===== src/rtl/mean_pkg.sv =====
// Shared definitions for the mean_avg window feeder: default widths,
// window-mode encodings, FSM state type and the running-sum width helper.
package mean_pkg;

    localparam int WID_DEF = 16;
    localparam int TAPS    = 8;

    localparam logic MODE_SLIDE = 1'b0;
    localparam logic MODE_BLOCK = 1'b1;

    typedef enum logic {
        FILL = 1'b0,
        HOLD = 1'b1
    } state_t;

    // Eight WID-bit values sum into at most WID+3 bits.
    function automatic int SUM_WID(input int wid);
        return wid + 3;
    endfunction

endpackage


===== src/rtl/mean_tap_shift.sv =====
// Enable shift register holding the tap window. Slot 0 takes the newest
// sample; the oldest slot is exposed as "dropped" so a caller can track
// the value about to leave the window.
module mean_tap_shift #(
    parameter int WID  = 16,
    parameter int TAPS = 8
) (
    input  logic                      clk,
    input  logic                      clr,
    input  logic                      en,
    input  logic [WID-1:0]            din,
    output logic [TAPS-1:0][WID-1:0]  taps,
    output logic [WID-1:0]            dropped
);

    // Clear has priority over shifting; otherwise shift din in at slot 0.
    always_ff @(posedge clk) begin
        if (clr) begin
            taps <= '0;
        end else if (en) begin
            taps <= {taps[TAPS-2:0], din};
        end
    end

    assign dropped = taps[TAPS-1];

endmodule


===== src/rtl/mean_window_feeder.sv =====
// mean_window_feeder: turns a valid/ready sample stream into an 8-tap
// parallel window (out_000 newest .. out_007 oldest) with a window-valid
// handshake for mean_avg. Supports sliding and block (non-overlapping)
// windows. Optional running sum of the taps when the macro
// MEAN_WINDOW_FEEDER_SUM_EN is defined.
module mean_window_feeder #(
    parameter int WID  = mean_pkg::WID_DEF,
    parameter int TAPS = mean_pkg::TAPS
) (
    input  logic           clk,
    input  logic           rst,
    input  logic           s_valid,
    output logic           s_ready,
    input  logic [WID-1:0] s_data,
    input  logic           mode,
    input  logic           flush,
    output logic           out_valid,
    input  logic           out_ready,
    output logic [WID-1:0] out_000,
    output logic [WID-1:0] out_001,
    output logic [WID-1:0] out_002,
    output logic [WID-1:0] out_003,
    output logic [WID-1:0] out_004,
    output logic [WID-1:0] out_005,
    output logic [WID-1:0] out_006,
    output logic [WID-1:0] out_007,
    output logic [3:0]     fill
`ifdef MEAN_WINDOW_FEEDER_SUM_EN
    ,
    output logic [mean_pkg::SUM_WID(WID)-1:0] out_sum
`endif
);

    import mean_pkg::*;

    // The port list carries exactly eight taps.
    if (TAPS != mean_pkg::TAPS) begin : g_taps_check
        $error("mean_window_feeder: TAPS must be 8");
    end

    localparam logic [3:0] FULL = 4'(TAPS);

    state_t                     state_q, state_d;
    logic [3:0]                 fill_q, fill_d;
    logic                       mode_q;
    logic                       s_acc;
    logic                       w_acc;
    logic                       clr;
    logic [TAPS-1:0][WID-1:0]   taps;
    logic [WID-1:0]             dropped;

    // Saturating fill increment.
    function automatic logic [3:0] fill_inc(input logic [3:0] f);
        return (f >= FULL) ? FULL : f + 4'd1;
    endfunction

    assign out_valid = (state_q == HOLD);
    assign s_ready   = rst & ~flush & (~out_valid | out_ready);
    assign s_acc     = s_valid & s_ready;
    assign w_acc     = out_valid & out_ready;
    assign clr       = ~rst | flush;
    assign fill      = fill_q;

    mean_tap_shift #(
        .WID  (WID),
        .TAPS (TAPS)
    ) u_shift (
        .clk     (clk),
        .clr     (clr),
        .en      (s_acc),
        .din     (s_data),
        .taps    (taps),
        .dropped (dropped)
    );

    assign out_000 = taps[0];
    assign out_001 = taps[1];
    assign out_002 = taps[2];
    assign out_003 = taps[3];
    assign out_004 = taps[4];
    assign out_005 = taps[5];
    assign out_006 = taps[6];
    assign out_007 = taps[7];

    // Next-state and fill: flush wins, then FILL/HOLD handshake rules.
    always_comb begin
        state_d = state_q;
        fill_d  = fill_q;
        if (flush) begin
            state_d = FILL;
            fill_d  = 4'd0;
        end else begin
            case (state_q)
                FILL: begin
                    if (s_acc) begin
                        fill_d = fill_inc(fill_q);
                        if (fill_d == FULL) begin
                            state_d = HOLD;
                        end
                    end
                end
                HOLD: begin
                    if (w_acc) begin
                        if (mode_q == MODE_SLIDE) begin
                            // A sample in the handoff cycle presents the next
                            // sliding window straight away.
                            if (!s_acc) begin
                                state_d = FILL;
                            end
                        end else begin
                            state_d = FILL;
                            fill_d  = s_acc ? 4'd1 : 4'd0;
                        end
                    end
                end
                default: begin
                    state_d = FILL;
                end
            endcase
        end
    end

    // State and fill registers.
    always_ff @(posedge clk) begin
        if (!rst) begin
            state_q <= FILL;
            fill_q  <= 4'd0;
        end else begin
            state_q <= state_d;
            fill_q  <= fill_d;
        end
    end

    // Window mode only changes at an idle point (empty and nothing pending).
    always_ff @(posedge clk) begin
        if (!rst) begin
            mode_q <= MODE_SLIDE;
        end else if (fill_q == 4'd0 && !out_valid) begin
            mode_q <= mode;
        end
    end

`ifdef MEAN_WINDOW_FEEDER_SUM_EN
    localparam int SW = SUM_WID(WID);

    logic [SW-1:0] sum_q, sum_d;

    // Running tap sum. The oldest tap is subtracted only once the window is
    // full; before that it is a leftover from a previous block window and
    // was never added.
    always_comb begin
        sum_d = sum_q;
        if (flush) begin
            sum_d = '0;
        end else if (w_acc && mode_q == MODE_BLOCK) begin
            sum_d = s_acc ? SW'(s_data) : '0;
        end else if (s_acc) begin
            sum_d = sum_q + SW'(s_data) - ((fill_q == FULL) ? SW'(dropped) : '0);
        end
    end

    // Sum register.
    always_ff @(posedge clk) begin
        if (!rst) begin
            sum_q <= '0;
        end else begin
            sum_q <= sum_d;
        end
    end

    assign out_sum = sum_q;
`else
    logic unused_dropped;
    assign unused_dropped = ^dropped;
`endif

endmodule


===== config.mk =====
export PLATFORM = sky130hd
export DESIGN_NAME = mean_window_feeder
export DESIGN_NICKNAME = d
export VERILOG_FILES = /design/src/rtl/mean_pkg.sv /design/src/rtl/mean_tap_shift.sv /design/src/rtl/mean_window_feeder.sv
export SDC_FILE = /design/constraint.sdc
export NUM_CORES = 1
export LEC_CHECK = 0
export BUFFER_PORTS_ARGS = -buffer_cell sky130_fd_sc_hd__clkbuf_2
export CELL_PAD_IN_SITES_DETAIL_PLACEMENT = 0
export CELL_PAD_IN_SITES_GLOBAL_PLACEMENT = 2
export CORE_MARGIN = 4
export CORE_UTILIZATION = 31
export CTS_CLUSTER_SIZE = 14
export DETAILED_ROUTE_END_ITERATION = 8
export GPL_TIMING_DRIVEN = 0
export HOLD_SLACK_MARGIN = 0.02
export PLACE_DENSITY_LB_ADDON = 0.1
export SKIP_CTS_REPAIR_TIMING = 1
export SYNTH_ARGS = -nofsm -noshare
export SYNTH_HDL_FRONTEND = slang
export SYNTH_SLANG_ARGS = --single-unit

===== constraint.sdc =====
create_clock -name clk -period 1.8 [get_ports clk]
set_input_delay 0.27 -clock clk [delete_from_list [all_inputs] [get_ports clk]]
set_output_delay 0.27 -clock clk [all_outputs]
set_load 0.005 [all_outputs]

# Yosys cells after proc, flatten, opt, wreduce, memory -nomap -nowiden

Cells that the tools add are included.
W data, S select, Z words.

Logic and storage cells: 43
Input bits: 22
Bits in registers: 134

Eq/ne operators: 4
Order comparisons: 1
$add $sub $neg: 1
Reductions and logical operators: 5
Multiplexer cells: 12
Bitwise operators: 9

Operator list:

| cell                  | count |
|---|---|
| $mux W4               | 4 |
| $pmux W4 S2           | 1 |
| $mux W1               | 6 |
| $add A4 B1 Y4 const B | 1 |
| $and A1 B1 Y1         | 4 |
| $eq A4 B4 Y1 const B  | 1 |
| $ge A4 B4 Y1 const B  | 1 |
| $logic_not A4 Y1      | 1 |
| $ne A2 B1 Y1 const B  | 2 |
| $not A1 Y1            | 3 |
| $reduce_and A3 Y1     | 1 |
| $ne A2 B2 Y1 const B  | 1 |
| $or A1 B1 Y1          | 2 |
| $pmux W1 S2           | 1 |
| $reduce_or A2 Y1      | 1 |
| $logic_and A1 B1 Y1   | 1 |
| $logic_not A1 Y1      | 1 |

# Depth between registers and ports, before layout

Word-level depth: 8
Depth in mapped cells: 6
Depth with buffers taken out: 5

# Modules after synthesis

From an unflattened synthesis, not the netlist that was laid out.

Cell total of the unflattened synthesis: 469
Area, all modules: 5143.7 um^2

Modules (own cells, without submodules):

| module             | instances | area each (um^2) | cells an instance |
|---|---|---|---|
| mean_tap_shift     | 1         | 4772.1           | 428 |
| mean_window_feeder | 1         | 371.6            | 41 |

# Worst setup path before layout

Ideal clock, no wire load.

Path kind: reg-to-reg
Start: register fill_q[0] (netlist: fill[0])
End: register fill_q[1] (netlist: fill[1])
Path buffers: 0
Slack: 0.446 ns
Period minus slack after synthesis: 1.354 ns
Arrival time: 1.283 ns
Stages on the path, launching flop included: 5
Required time: 1.729 ns
Cells stage by stage: dfxtp_1 -> inv_1 -> ha_1 -> or4b_1 -> a21oi_1

Cells in the longest elaborated chain, start to end: 4
Elaborated cells on any way between the ends: 5
Classes of those cells: add/sub (1); order compare (1); mux (3)

RTL lines:

| what                                                 | RTL line                  | source |
|---|---|---|
| start: declaration                                   | mean_window_feeder.sv:44  | `logic [3:0] fill_q, fill_d;` |
| start signal: assignment                             | mean_window_feeder.sv:130 | `fill_q <= fill_d;` |
| $add A4 B1 Y4 / $ge A4 B4 Y1 (equally long branches) | mean_window_feeder.sv:54  | `return (f >= FULL) ? FULL : f + 4'd1;` |
| $mux W4 *                                            | mean_window_feeder.sv:54  |  |
| $mux W4 *                                            | mean_window_feeder.sv:95  | `if (s_acc) begin` |
| $pmux W4 S2 *                                        | mean_window_feeder.sv:93  | `case (state_q)` |

Mark *: on every way between the ends. The rest lies on a longest branch, timed or not. The select of a mux whose other input is x is not followed.
A chain may end at the register's enable or synchronous reset.

# Final worst setup path

Start: register state_q (netlist: out_valid)
End: output port s_ready

Cells in the longest elaborated chain, start to end: 3

RTL lines:

| what                     | RTL line                  | source |
|---|---|---|
| start: declaration       | mean_window_feeder.sv:43  | `state_t state_q, state_d;` |
| start signal: assignment | mean_window_feeder.sv:129 | `state_q <= state_d;` |
| $not A1 Y1               | -                         |  |
| $or A1 B1 Y1             | mean_window_feeder.sv:58  | `assign s_ready = rst & ~flush & (~out_valid \| out_ready);` |
| $and A1 B1 Y1            | mean_window_feeder.sv:58  |  |
| end: declaration         | mean_window_feeder.sv:13  | `output logic s_ready,` |

No other way between the ends.

==> flow_summary.ini <==
[placed_design]
gp_congestion = 0.771
dp.cells = 919
dp_hpwl_um = 12800
dpl-instance-area_mm2 = 0.00638
portBuffers = 155

[setup_path]
cp_slowest_cell = dfxtp_1
crit_path_max_incr_delay_ns = 0.33
worstPathMaxFanout = 10
path_class = reg2out
cp.depth = 4
path_delay_family = buffers and inverters
cp-end-kind = output pin
crit_chain = clkbuf_4 > a21oi_4 > buf_6 > clkbuf_2
reg2regPathDepth = 5
worstSetupStartpointType = flop
path_buf_inv = 3
required_ns = 1.53
cp_data_arrival_time_ns = 1.42

[power]
p_clk_share_pct = 51.8
p_comb_share_pct = 4.6
leakage_nw = 3.19
ir_drop_mv = 0.650
switching_share_pct = 21.5
switchingPower_mw = 1.48
p_int_mw = 5.40
power-per-cell-area_mw_per_mm2 = 976
seq_power_share_pct = 43.6

[floorplan]
die_w_um = 139
initial_utilization_pct = 31.9
die_y_um = 139
ios = 156
core_mm2 = 0.0167
die-area_mm2 = 0.0194
num_rows = 47

[run_status]
status = completed

[timing]
finalSetupViolCount = 0
tightest_slew_ns = 0.585
layout_min_cycle_time_ns = 1.69
timing.final.crit_share_pct = 94.0
slew_viol_final = 0
fmax_mhz = 591
fin_skew_ns = 0.00361
finalHoldViolCount = 0
relSlewSlack_pct = 61.0
whs_ns = 0.0807

[finish]
drive_above_1_share_pct = 36.7
nNetsFinal = 747
syn_to_final_growth_pct = 32.2
diodes = 0
finalNonFillerCells = 956
design_area_mm2 = 0.00705

[clock_tree]
clk_path_buf_depth = 2
numCtsBuffers = 17
htreeDepth = 4
cts_root_buf = clkbuf_16
cts_tree = done
clock-sinks = 134
clkTransAtPathRegs_ns = 0.06
insertion_delay_ns = 0.41

[hold_path]
hold_path.class = in2reg
min_path_cells = 2

[synth]
synthesis.nets = 568
ys_ff_latch = 134
synth_area_mm2 = 0.00533
synth_seq_area_share_pct = 50.3
synth_area_leaders = dfxtp_1 50%, mux2i_1 13%, a31o_2 11%, a211oi_1 8.7%, inv_1 4.9%
synth_area_per_cell_um2 = 9.80
synth.distinct_cells = 29
synth_top_area_cell = dfxtp_1
synthCells = 544
synth_top_area_share_pct = 50.3
synth_warnings = 0

[routing]
drt_iter0_markers = 178
wl_per_cell_um = 17.5
via_count = 4523
routed_wl_um = 16700
vias_per_cell = 4.73
ant_nets = 0
drc = 0
firstDrtPassIters = 4

[grt]
grt_first_pass_wirelength_um = 26400
antenna_found_initial = 0
grt_max_degree = 17
gr-total-overflow = 0
grt_use_total_pct = 17.4
grt_pass1_vias = 4747

[run]
max-cap-violations = 0
-- worst paths after layout --
path	slack, ns	from	end
worst min-delay path	0.08	s_data[7]	u_shift.taps[7]
worst max register to register	0.12	out_valid	u_shift.taps[11]
worst max-delay path	0.11	out_valid	s_ready
worst min register to register	0.46	u_shift.dropped[6]	u_shift.dropped[6]
-- per-layer routing --
layer / vias to the layer above / track usage [%] / wire length, um
li1: 2260 / - / -
met2: 129 / 28.9 / 7830
met3: 17 / 6.21 / 1120
met5: - / 0 / 0
met1: 2117 / 21.4 / 7560
met4: 0 / 4.99 / 195
-- state kept, by name (all words and copies together), names as in the netlist --
signal / count
mode_q: 1
u_shift.taps: 112
fill: 4
u_shift.dropped: 16
out_valid: 1
-- Yosys cell counts --
master and instances:
nor4b_1 1, buf_2 9, a211oi_1 62, clkbuf_1 31, or4b_1 1, a31o_2 64, buf_1 5, buf_6 3
or4_1 1, a21oi_2 1, ha_1 2, nor2b_1 5, buf_4 2, nor3_1 1, nand2b_1 2, a32oi_1 1
nand4_1 1, a21oi_1 4, o211ai_1 1, nand4bb_1 1, nand3_1 4, nand2_1 66, o31ai_1 1, nor2_1 2
mux2i_1 67, o2111ai_1 1, inv_1 70, xnor2_1 1, dfxtp_1 134
-- power by group through the flow --
stage          Clock [mW]  Combinational, mW  Sequential (mW)
3_3_place_gp            0              0.306             3.06
2_1_floorplan           0              0.184             3.06
4_1_cts              3.64              0.310             3.00
5_1_grt              3.77              0.347             3.00
6_report             3.57              0.318             3.00
3_5_place_dp            0              0.309             3.06
-- kinds of logic (layout without fill, tap and decap cells) --
group / Yosys count / after routing / share of synthesized area (%)
muxes: 67 / 67 / 12.6
xor gates and xnor gates: 1 / 1 / 0.164
DFF: 134 / 134 / 50.3
and+or+nand+nor: 85 / 85 / 6.90
adders and majority gates: 2 / 2 / 0.469
buffers and inverters: 120 / 312 / 9.22
AOI/OAI and AO/OA: 135 / 135 / 20.4
-- cell usage in the layout (no fill, tap or decap), types with 2 or more instances in the layout --
cell type	n
buf_6	4
ha_1	2
inv_1	70
a211oi_1	62
a21oi_1	4
clkbuf_8	4
clkbuf_16	17
buf_1	5
nor2b_1	5
nand2_1	66
a31o_2	64
nand3_1	4
dfxtp_1	134
nor2_1	2
buf_4	7
buf_2	8
clkinv_2	5
mux2i_1	67
nand2b_1	2
clkbuf_1	32
clkbuf_2	155
bufinv_16	3
-- layout make-up --
type	count	area, um^2
clock buffers	23	488
well taps	220	275
clock inverters	9	123
inverters	70	263
plain buffers	50	239
flip-flops and latches	134	2680
fillers	1658	9650
repair buffers	160	813
multi-input cells	290	2170
-- metrics by stage --
stage | power [mW] | util [%] | worst slack, ns | TNS, ns
after floorplan | 3.25 | - | 0.446 | 0
after global placement | 3.37 | 38.2 | -0.117 | -3.10
after detailed placement | 3.37 | 38.2 | -0.127 | -2.57
after CTS | 6.95 | 41.9 | -0.549 | -0.717
after global routing | 7.12 | 42.2 | -0.00247 | -0.00247
final | 6.88 | 42.2 | 0.108 | 0
Power figures use the tool's default switching activity.
